<file path="config.mk">
export PLATFORM = sky130hd
export DESIGN_NAME = alu_op_scheduler_flat
export DESIGN_NICKNAME = d
export VERILOG_FILES = /design/src/rtl/alu_op_scheduler_if.sv /design/src/rtl/alu_op_scheduler.sv /design/src/flat_wrapper.sv
export SDC_FILE = /design/constraint.sdc
export NUM_CORES = 1
export LEC_CHECK = 0
export ABC_CLOCK_PERIOD_IN_PS = 1600
export BUFFER_PORTS_ARGS = -buffer_cell sky130_fd_sc_hd__buf_2
export CAP_MARGIN = 30
export CORE_MARGIN = 2
export CORE_UTILIZATION = 43
export DETAILED_ROUTE_END_ITERATION = 8
export GPL_ROUTABILITY_DRIVEN = 0
export PLACE_DENSITY = 0.8
export SLEW_MARGIN = 20
export SYNTH_ARGS = -nofsm -noshare
export SYNTH_HDL_FRONTEND = slang
export SYNTH_SLANG_ARGS = --single-unit
</file>
<file path="constraint.sdc">
create_clock -name clk -period 1.6 [get_ports clk]
set_input_delay 0.08 -clock clk [delete_from_list [all_inputs] [get_ports clk]]
set_output_delay 0.08 -clock clk [all_outputs]
set_load 0.02 [all_outputs]
</file>
<file path="src/rtl/alu_op_scheduler_if.sv">
`timescale 1ns/1ps
// Shared-ALU scheduler bundle: two requesters, ALU operand/result side, response channel.
// Latency: n/a (signal bundle only).
// Backpressure: valid/ready on both request ports and on the response port.
//
// The master modport is the environment (requesters, consumer, ALU instance).
// The slave modport is the scheduler itself.
interface alu_op_scheduler_if #(
    parameter int DW = 32
);
    logic          req0_valid;
    logic          req0_ready;
    logic [DW-1:0] req0_a;
    logic [DW-1:0] req0_b;
    logic [3:0]    req0_sel;

    logic          req1_valid;
    logic          req1_ready;
    logic [DW-1:0] req1_a;
    logic [DW-1:0] req1_b;
    logic [3:0]    req1_sel;

    logic [DW-1:0] alu_a;
    logic [DW-1:0] alu_b;
    logic [3:0]    alu_sel;
    logic [DW-1:0] alu_res;

    logic          rsp_valid;
    logic          rsp_ready;
    logic [DW-1:0] rsp_data;
    logic          rsp_id;
    logic          busy;

    modport master (
        output req0_valid, req0_a, req0_b, req0_sel,
        input  req0_ready,
        output req1_valid, req1_a, req1_b, req1_sel,
        input  req1_ready,
        input  alu_a, alu_b, alu_sel,
        output alu_res,
        input  rsp_valid, rsp_data, rsp_id, busy,
        output rsp_ready
    );

    modport slave (
        input  req0_valid, req0_a, req0_b, req0_sel,
        output req0_ready,
        input  req1_valid, req1_a, req1_b, req1_sel,
        output req1_ready,
        output alu_a, alu_b, alu_sel,
        input  alu_res,
        output rsp_valid, rsp_data, rsp_id, busy,
        input  rsp_ready
    );
endinterface

</file>
<file path="src/rtl/alu_op_scheduler.sv">
`timescale 1ns/1ps
// Round-robin scheduler sharing one combinational ALU between two requesters.
// Latency: accept at N -> rsp_valid at N+cycles(sel)+1 (cycles: mul=MUL_CYC, div=DIV_CYC, else 1).
// Backpressure: rsp_ready low holds DONE; no request is accepted until the response leaves.
//
// Ports: clk, rst (synchronous, active-high); bus (slave modport) carries both
// request ports, the ALU operand/result side, the response channel and busy.
// Optional macro ALU_OP_SCHEDULER_FWD_EN: arbitrate in DONE while rsp_ready is
// high so a new op can enter EXEC in the same cycle the response is taken.
module alu_op_scheduler #(
    parameter int DW      = 32,
    parameter int MUL_CYC = 4,
    parameter int DIV_CYC = 8
) (
    input  logic                clk,
    input  logic                rst,
    alu_op_scheduler_if.slave   bus
);
    localparam int MAXC = (MUL_CYC > DIV_CYC) ? MUL_CYC : DIV_CYC;
    localparam int CW   = (MAXC > 1) ? $clog2(MAXC) : 1;
    localparam logic [CW-1:0] MUL_LD = CW'(MUL_CYC - 1);
    localparam logic [CW-1:0] DIV_LD = CW'(DIV_CYC - 1);

    typedef enum logic [1:0] {
        S_IDLE = 2'd0,
        S_EXEC = 2'd1,
        S_DONE = 2'd2
    } state_t;

    state_t        r_state;
    logic          r_last;      // requester granted most recently
    logic [CW-1:0] r_cnt;
    logic [DW-1:0] r_a;
    logic [DW-1:0] r_b;
    logic [3:0]    r_sel;
    logic          r_id;
    logic [DW-1:0] r_data;
    logic          r_rsp_valid;
    logic          r_busy;

    logic          w_gnt_any;
    logic          w_gnt_id;
    logic          w_arb_en;
    logic          w_accept;
    logic [DW-1:0] w_a;
    logic [DW-1:0] w_b;
    logic [3:0]    w_sel;
    logic [CW-1:0] w_ld_cnt;

    always_comb begin
        w_gnt_any = bus.req0_valid | bus.req1_valid;
        // On a tie the requester not served last wins; otherwise whoever is valid.
        w_gnt_id  = (bus.req0_valid & bus.req1_valid) ? ~r_last : bus.req1_valid;
`ifdef ALU_OP_SCHEDULER_FWD_EN
        w_arb_en  = ~rst & ((r_state == S_IDLE) | ((r_state == S_DONE) & bus.rsp_ready));
`else
        w_arb_en  = ~rst & (r_state == S_IDLE);
`endif
        w_accept  = w_arb_en & w_gnt_any;
        w_a       = w_gnt_id ? bus.req1_a   : bus.req0_a;
        w_b       = w_gnt_id ? bus.req1_b   : bus.req0_b;
        w_sel     = w_gnt_id ? bus.req1_sel : bus.req0_sel;
        // Counter holds remaining EXEC cycles minus one.
        case (w_sel)
            4'd2:    w_ld_cnt = MUL_LD;
            4'd3:    w_ld_cnt = DIV_LD;
            default: w_ld_cnt = '0;
        endcase
    end

    assign bus.req0_ready = w_accept & ~w_gnt_id;
    assign bus.req1_ready = w_accept &  w_gnt_id;

    always_ff @(posedge clk) begin
        if (rst) begin
            r_state     <= S_IDLE;
            r_last      <= 1'b1;
            r_cnt       <= '0;
            r_a         <= '0;
            r_b         <= '0;
            r_sel       <= '0;
            r_id        <= 1'b0;
            r_data      <= '0;
            r_rsp_valid <= 1'b0;
            r_busy      <= 1'b0;
        end else if (w_accept) begin
            // Also covers the forwarded case: the pending response completes here.
            r_a         <= w_a;
            r_b         <= w_b;
            r_sel       <= w_sel;
            r_id        <= w_gnt_id;
            r_last      <= w_gnt_id;
            r_cnt       <= w_ld_cnt;
            r_state     <= S_EXEC;
            r_rsp_valid <= 1'b0;
            r_busy      <= 1'b1;
        end else begin
            case (r_state)
                S_IDLE: ;
                S_EXEC: begin
                    if (r_cnt == '0) begin
                        r_data      <= bus.alu_res;
                        r_rsp_valid <= 1'b1;
                        r_state     <= S_DONE;
                    end else begin
                        r_cnt <= r_cnt - 1'b1;
                    end
                end
                S_DONE: begin
                    if (bus.rsp_ready) begin
                        r_rsp_valid <= 1'b0;
                        r_busy      <= 1'b0;
                        r_state     <= S_IDLE;
                    end
                end
                default: begin
                    r_rsp_valid <= 1'b0;
                    r_busy      <= 1'b0;
                    r_state     <= S_IDLE;
                end
            endcase
        end
    end

    // ALU inputs come straight from the latches so they never toggle outside EXEC.
    assign bus.alu_a     = r_a;
    assign bus.alu_b     = r_b;
    assign bus.alu_sel   = r_sel;
    assign bus.rsp_valid = r_rsp_valid;
    assign bus.rsp_data  = r_data;
    assign bus.rsp_id    = r_id;
    assign bus.busy      = r_busy;
endmodule

</file>
<file path="src/flat_wrapper.sv">
// flat-port wrapper written by rule: the top's interface ports become plain ports
module alu_op_scheduler_flat 
#(
    parameter int DW      = 32,
    parameter int MUL_CYC = 4,
    parameter int DIV_CYC = 8
)
  (clk, rst, bus_req0_valid, bus_req0_a, bus_req0_b, bus_req0_sel, bus_req0_ready, bus_req1_valid, bus_req1_a, bus_req1_b, bus_req1_sel, bus_req1_ready, bus_alu_a, bus_alu_b, bus_alu_sel, bus_alu_res, bus_rsp_valid, bus_rsp_data, bus_rsp_id, bus_busy, bus_rsp_ready);
  alu_op_scheduler_if #(.DW(DW)) bus_i ();
  input  logic clk;
  input  logic rst;
  input wire logic [$bits(bus_i.req0_valid)-1:0] bus_req0_valid;
  input wire logic [$bits(bus_i.req0_a)-1:0] bus_req0_a;
  input wire logic [$bits(bus_i.req0_b)-1:0] bus_req0_b;
  input wire logic [$bits(bus_i.req0_sel)-1:0] bus_req0_sel;
  output wire logic [$bits(bus_i.req0_ready)-1:0] bus_req0_ready;
  input wire logic [$bits(bus_i.req1_valid)-1:0] bus_req1_valid;
  input wire logic [$bits(bus_i.req1_a)-1:0] bus_req1_a;
  input wire logic [$bits(bus_i.req1_b)-1:0] bus_req1_b;
  input wire logic [$bits(bus_i.req1_sel)-1:0] bus_req1_sel;
  output wire logic [$bits(bus_i.req1_ready)-1:0] bus_req1_ready;
  output wire logic [$bits(bus_i.alu_a)-1:0] bus_alu_a;
  output wire logic [$bits(bus_i.alu_b)-1:0] bus_alu_b;
  output wire logic [$bits(bus_i.alu_sel)-1:0] bus_alu_sel;
  input wire logic [$bits(bus_i.alu_res)-1:0] bus_alu_res;
  output wire logic [$bits(bus_i.rsp_valid)-1:0] bus_rsp_valid;
  output wire logic [$bits(bus_i.rsp_data)-1:0] bus_rsp_data;
  output wire logic [$bits(bus_i.rsp_id)-1:0] bus_rsp_id;
  output wire logic [$bits(bus_i.busy)-1:0] bus_busy;
  input wire logic [$bits(bus_i.rsp_ready)-1:0] bus_rsp_ready;
  assign bus_i.req0_valid = bus_req0_valid;
  assign bus_i.req0_a = bus_req0_a;
  assign bus_i.req0_b = bus_req0_b;
  assign bus_i.req0_sel = bus_req0_sel;
  assign bus_req0_ready = bus_i.req0_ready;
  assign bus_i.req1_valid = bus_req1_valid;
  assign bus_i.req1_a = bus_req1_a;
  assign bus_i.req1_b = bus_req1_b;
  assign bus_i.req1_sel = bus_req1_sel;
  assign bus_req1_ready = bus_i.req1_ready;
  assign bus_alu_a = bus_i.alu_a;
  assign bus_alu_b = bus_i.alu_b;
  assign bus_alu_sel = bus_i.alu_sel;
  assign bus_i.alu_res = bus_alu_res;
  assign bus_rsp_valid = bus_i.rsp_valid;
  assign bus_rsp_data = bus_i.rsp_data;
  assign bus_rsp_id = bus_i.rsp_id;
  assign bus_busy = bus_i.busy;
  assign bus_i.rsp_ready = bus_rsp_ready;
  alu_op_scheduler #(.DW(DW), .MUL_CYC(MUL_CYC), .DIV_CYC(DIV_CYC)) u_core (.clk(clk), .rst(rst), .bus(bus_i));
endmodule
</file>
==> reports/metrics.cfg <==
[run_status]
violations=negative setup slack
status=complete, but fails checks

[sta]
slew_headroom=0.6141
period_minus_slack_ns=1.733
maxSlewViolCount=0
fin_crit_sh=1.083
final-hold-violation-count=0
hold-worst-slack_ns=0.05177
fmax_mhz=577.0
worstMarginPinSlew_ns=0.5789
setup_viol=12
tns_ns=-0.5618
setup_slack_ns=-0.1331
rsz0062_at_grt=yes
skew_ns=0.02192

[synth]
yosys-mux-area-fraction=0.1511
netlist_area_mm2=0.004588
yosysTopAreaCellShare=0.4712
synth_fp_nets=670
synth-simple-area-share=0.1478
async_flop_share=0
synth_top_family_by_area=compound AO/OA/AOI/OAI gates
syn_area_per_cell_um2=9.269
ys.warnings.count=0
synth_compound_area_frac=0.1685
synth_edf_count=0
synthTopCellsByArea=dfxtp_1 (47%), mux2i_1 (15%), a211oi_1 (8.0%), nand2_1 (5.8%), nor2_1 (5.3%)
ys_seq_elements=108
synthCells=495
yosys.area_share.adder=0.005454
synth_top_flop_cell=dfxtp_1
synth-xor-area-share=0.001909
ys_seq_area_frac=0.4712
yosysTopAreaCell=dfxtp_1
synth_cell_types=31

[floorplanning]
start_util=0.4444
die-area_mm2=0.01151
rows=37
ios=278
core_mm2=0.01032
die_w_um=107.3
die_h_um=107.3

[grt]
antenna_found_initial=0
overflow=0
grt_use_total=0.2409
grt_max_degree=66
grt_pass1_vias=4701
grt_pass1_wl_um=22030

[cts]
insertion_delay_ns=0.36
cts.sinks=108
cts-root-buf=clkbuf_8
clock_path_buffers=2
htreeDepth=3
cts_tree=yes
cts_buffers=9
clkTransAtPathRegs_ns=0.11

[routing]
drt-pass1-iter-count=5
final_antenna_net_count=0
drc=0
wl_um=15050
wire_per_inst_um=15.66
viasPerCell=5.076
drt_iter0_drc=271
num_vias=4878

[cells_and_area]
finalInstanceArea_mm2=0.007139
final_layout_size_suffix_gt1_frac=0.4369
fill_cells=798
final_util=0.6916
final_common_cell=buf_2
nNetsFinal=995
final_cell_mix=buf_2 (274), dfxtp_1 (106), nand2_1 (71), mux2i_1 (67), nor2_1 (63)
area_growth_pct=55.60

[place]
dpl-instance-area_mm2=0.006145
hpwl_um=9710
io_buffer_count=277
pre_cts_ws_ns=0.06610

[pwr]
vdd_drop_max_uv=570.6
p_leak_uw=0.003354
p_per_area_mw_per_mm2=957.6

[flow_run]
maxCapViolCount=0

[critical_path]
cp_max_fo=13
critPathCaptureType=register
worst_setup_path_start_kind=register
cp.required_ns=1.86
setup.worst_path.start=u_core.r_state[1]
rr_startpoint=u_core.r_state[1]
crit_arrival_ns=2.00
crit_type=register to register

[min_path]
hold_class=input pin to register
hp-start=bus_req0_a[17]

what timing repair did:
| item | in CTS | in global routing |
|---|---|---|
| endpoints found under the setup margin | 2 | 48 |
| endpoints found under the hold margin | 40 | 1 |
| gates resized for setup | 12 | 29 |
| gates cloned | 1 | 3 |
| pin swaps | 2 | 4 |
| hold buffers | 46 | 1 |
| buffers inserted | 5 | 4 |
cell type report:
cell class              instances  area [um^2]  area share
repair buffers                356         2296      0.3216
clock inverters                 6        95.09     0.01332
inverters                       3        11.26    0.001577
clock buffers                   9        123.9     0.01735
flip-flops and latches        108         2170      0.3039
diodes                          1        2.502   0.0003505
well taps                     136        170.2     0.02383
multi-input cells             342         2271      0.3181
sequential cells by signal, indices dropped and copies added (netlist names), 2 cells and up:
signal,cells
u_core.bus.alu_sel,4
u_core.bus.alu_a,32
u_core.r_cnt,3
u_core.bus.alu_b,32
u_core.r_state,2
u_core.bus.rsp_data,32
critical path, stage by stage, from the launching register on:
cell and delay, ns:
dfxtp_4 0.37, or4_4 0.54, buf_4 0.16, buf_6 0.11, bufbuf_16 0.28, nand3b_1 0.11
o21ai_2 0.07
metal layers:
metal,vias to the layer above,global-route usage,wire length (um)
li1,2375,-,-
met5,-,0,0
met4,0,0.1020,464
met2,222,0.4476,7947
met3,34,0.05569,1103
met1,2247,0.2596,5533
power by group:
| group | internal, uW | leakage (uW) | switching, uW |
|---|---|---|---|
| Sequential | 2930 | 0.000890 | 134 |
| Combinational | 883 | 0.00235 | 1080 |
| Clock | 891 | 0.000110 | 917 |
cells in the mapped netlist (2+ instances only):
| cell type | number |
|---|---|
| dfxtp_1 | 108 |
| nand2_1 | 71 |
| mux2i_1 | 67 |
| nor2_1 | 65 |
| a211oi_1 | 49 |
| a21oi_1 | 39 |
| buf_2 | 18 |
| clkbuf_1 | 13 |
| a211oi_2 | 11 |
| nand3b_1 | 10 |
| o21ai_0 | 8 |
| buf_4 | 7 |
| buf_6 | 4 |
| inv_1 | 3 |
| ha_1 | 2 |
| mux2_2 | 2 |
| nand2b_1 | 2 |
| nor3b_1 | 2 |
| o21ai_1 | 2 |
stage by stage:
| stage | power, uW | cells |
|---|---|---|
| 5_1_grt | 7172 | 960 |
| 3_5_place_dp | 4804 | 885 |
| 4_1_cts | 6749 | 952 |
| 6_report | 6837 | 961 |
| 2_1_floorplan | 4153 | 495 |
| 3_3_place_gp | 4746 | 885 |
kinds of logic (layout without fill, tap and decap cells):
kind of cell,after synthesis,in the layout
other,0,1
AOI/OAI and AO/OA,112,112
muxes,69,69
DFF,108,108
buffers and inverters,45,374
and+or+nand+nor,158,158
adders and majority gates,2,2
xor gates and xnor gates,1,1
path summary, 6_finish.rpt:
check	end	slack, ns	cells past startpoint
setup / recovery	u_core.bus.alu_a[26]	-0.13	6
hold reg to reg	u_core.bus.rsp_data[16]	0.46	2
hold / removal	u_core.bus.alu_a[17]	0.05	3
setup reg to reg	u_core.bus.alu_a[26]	-0.13	6
Power figures use the tool's default switching activity.
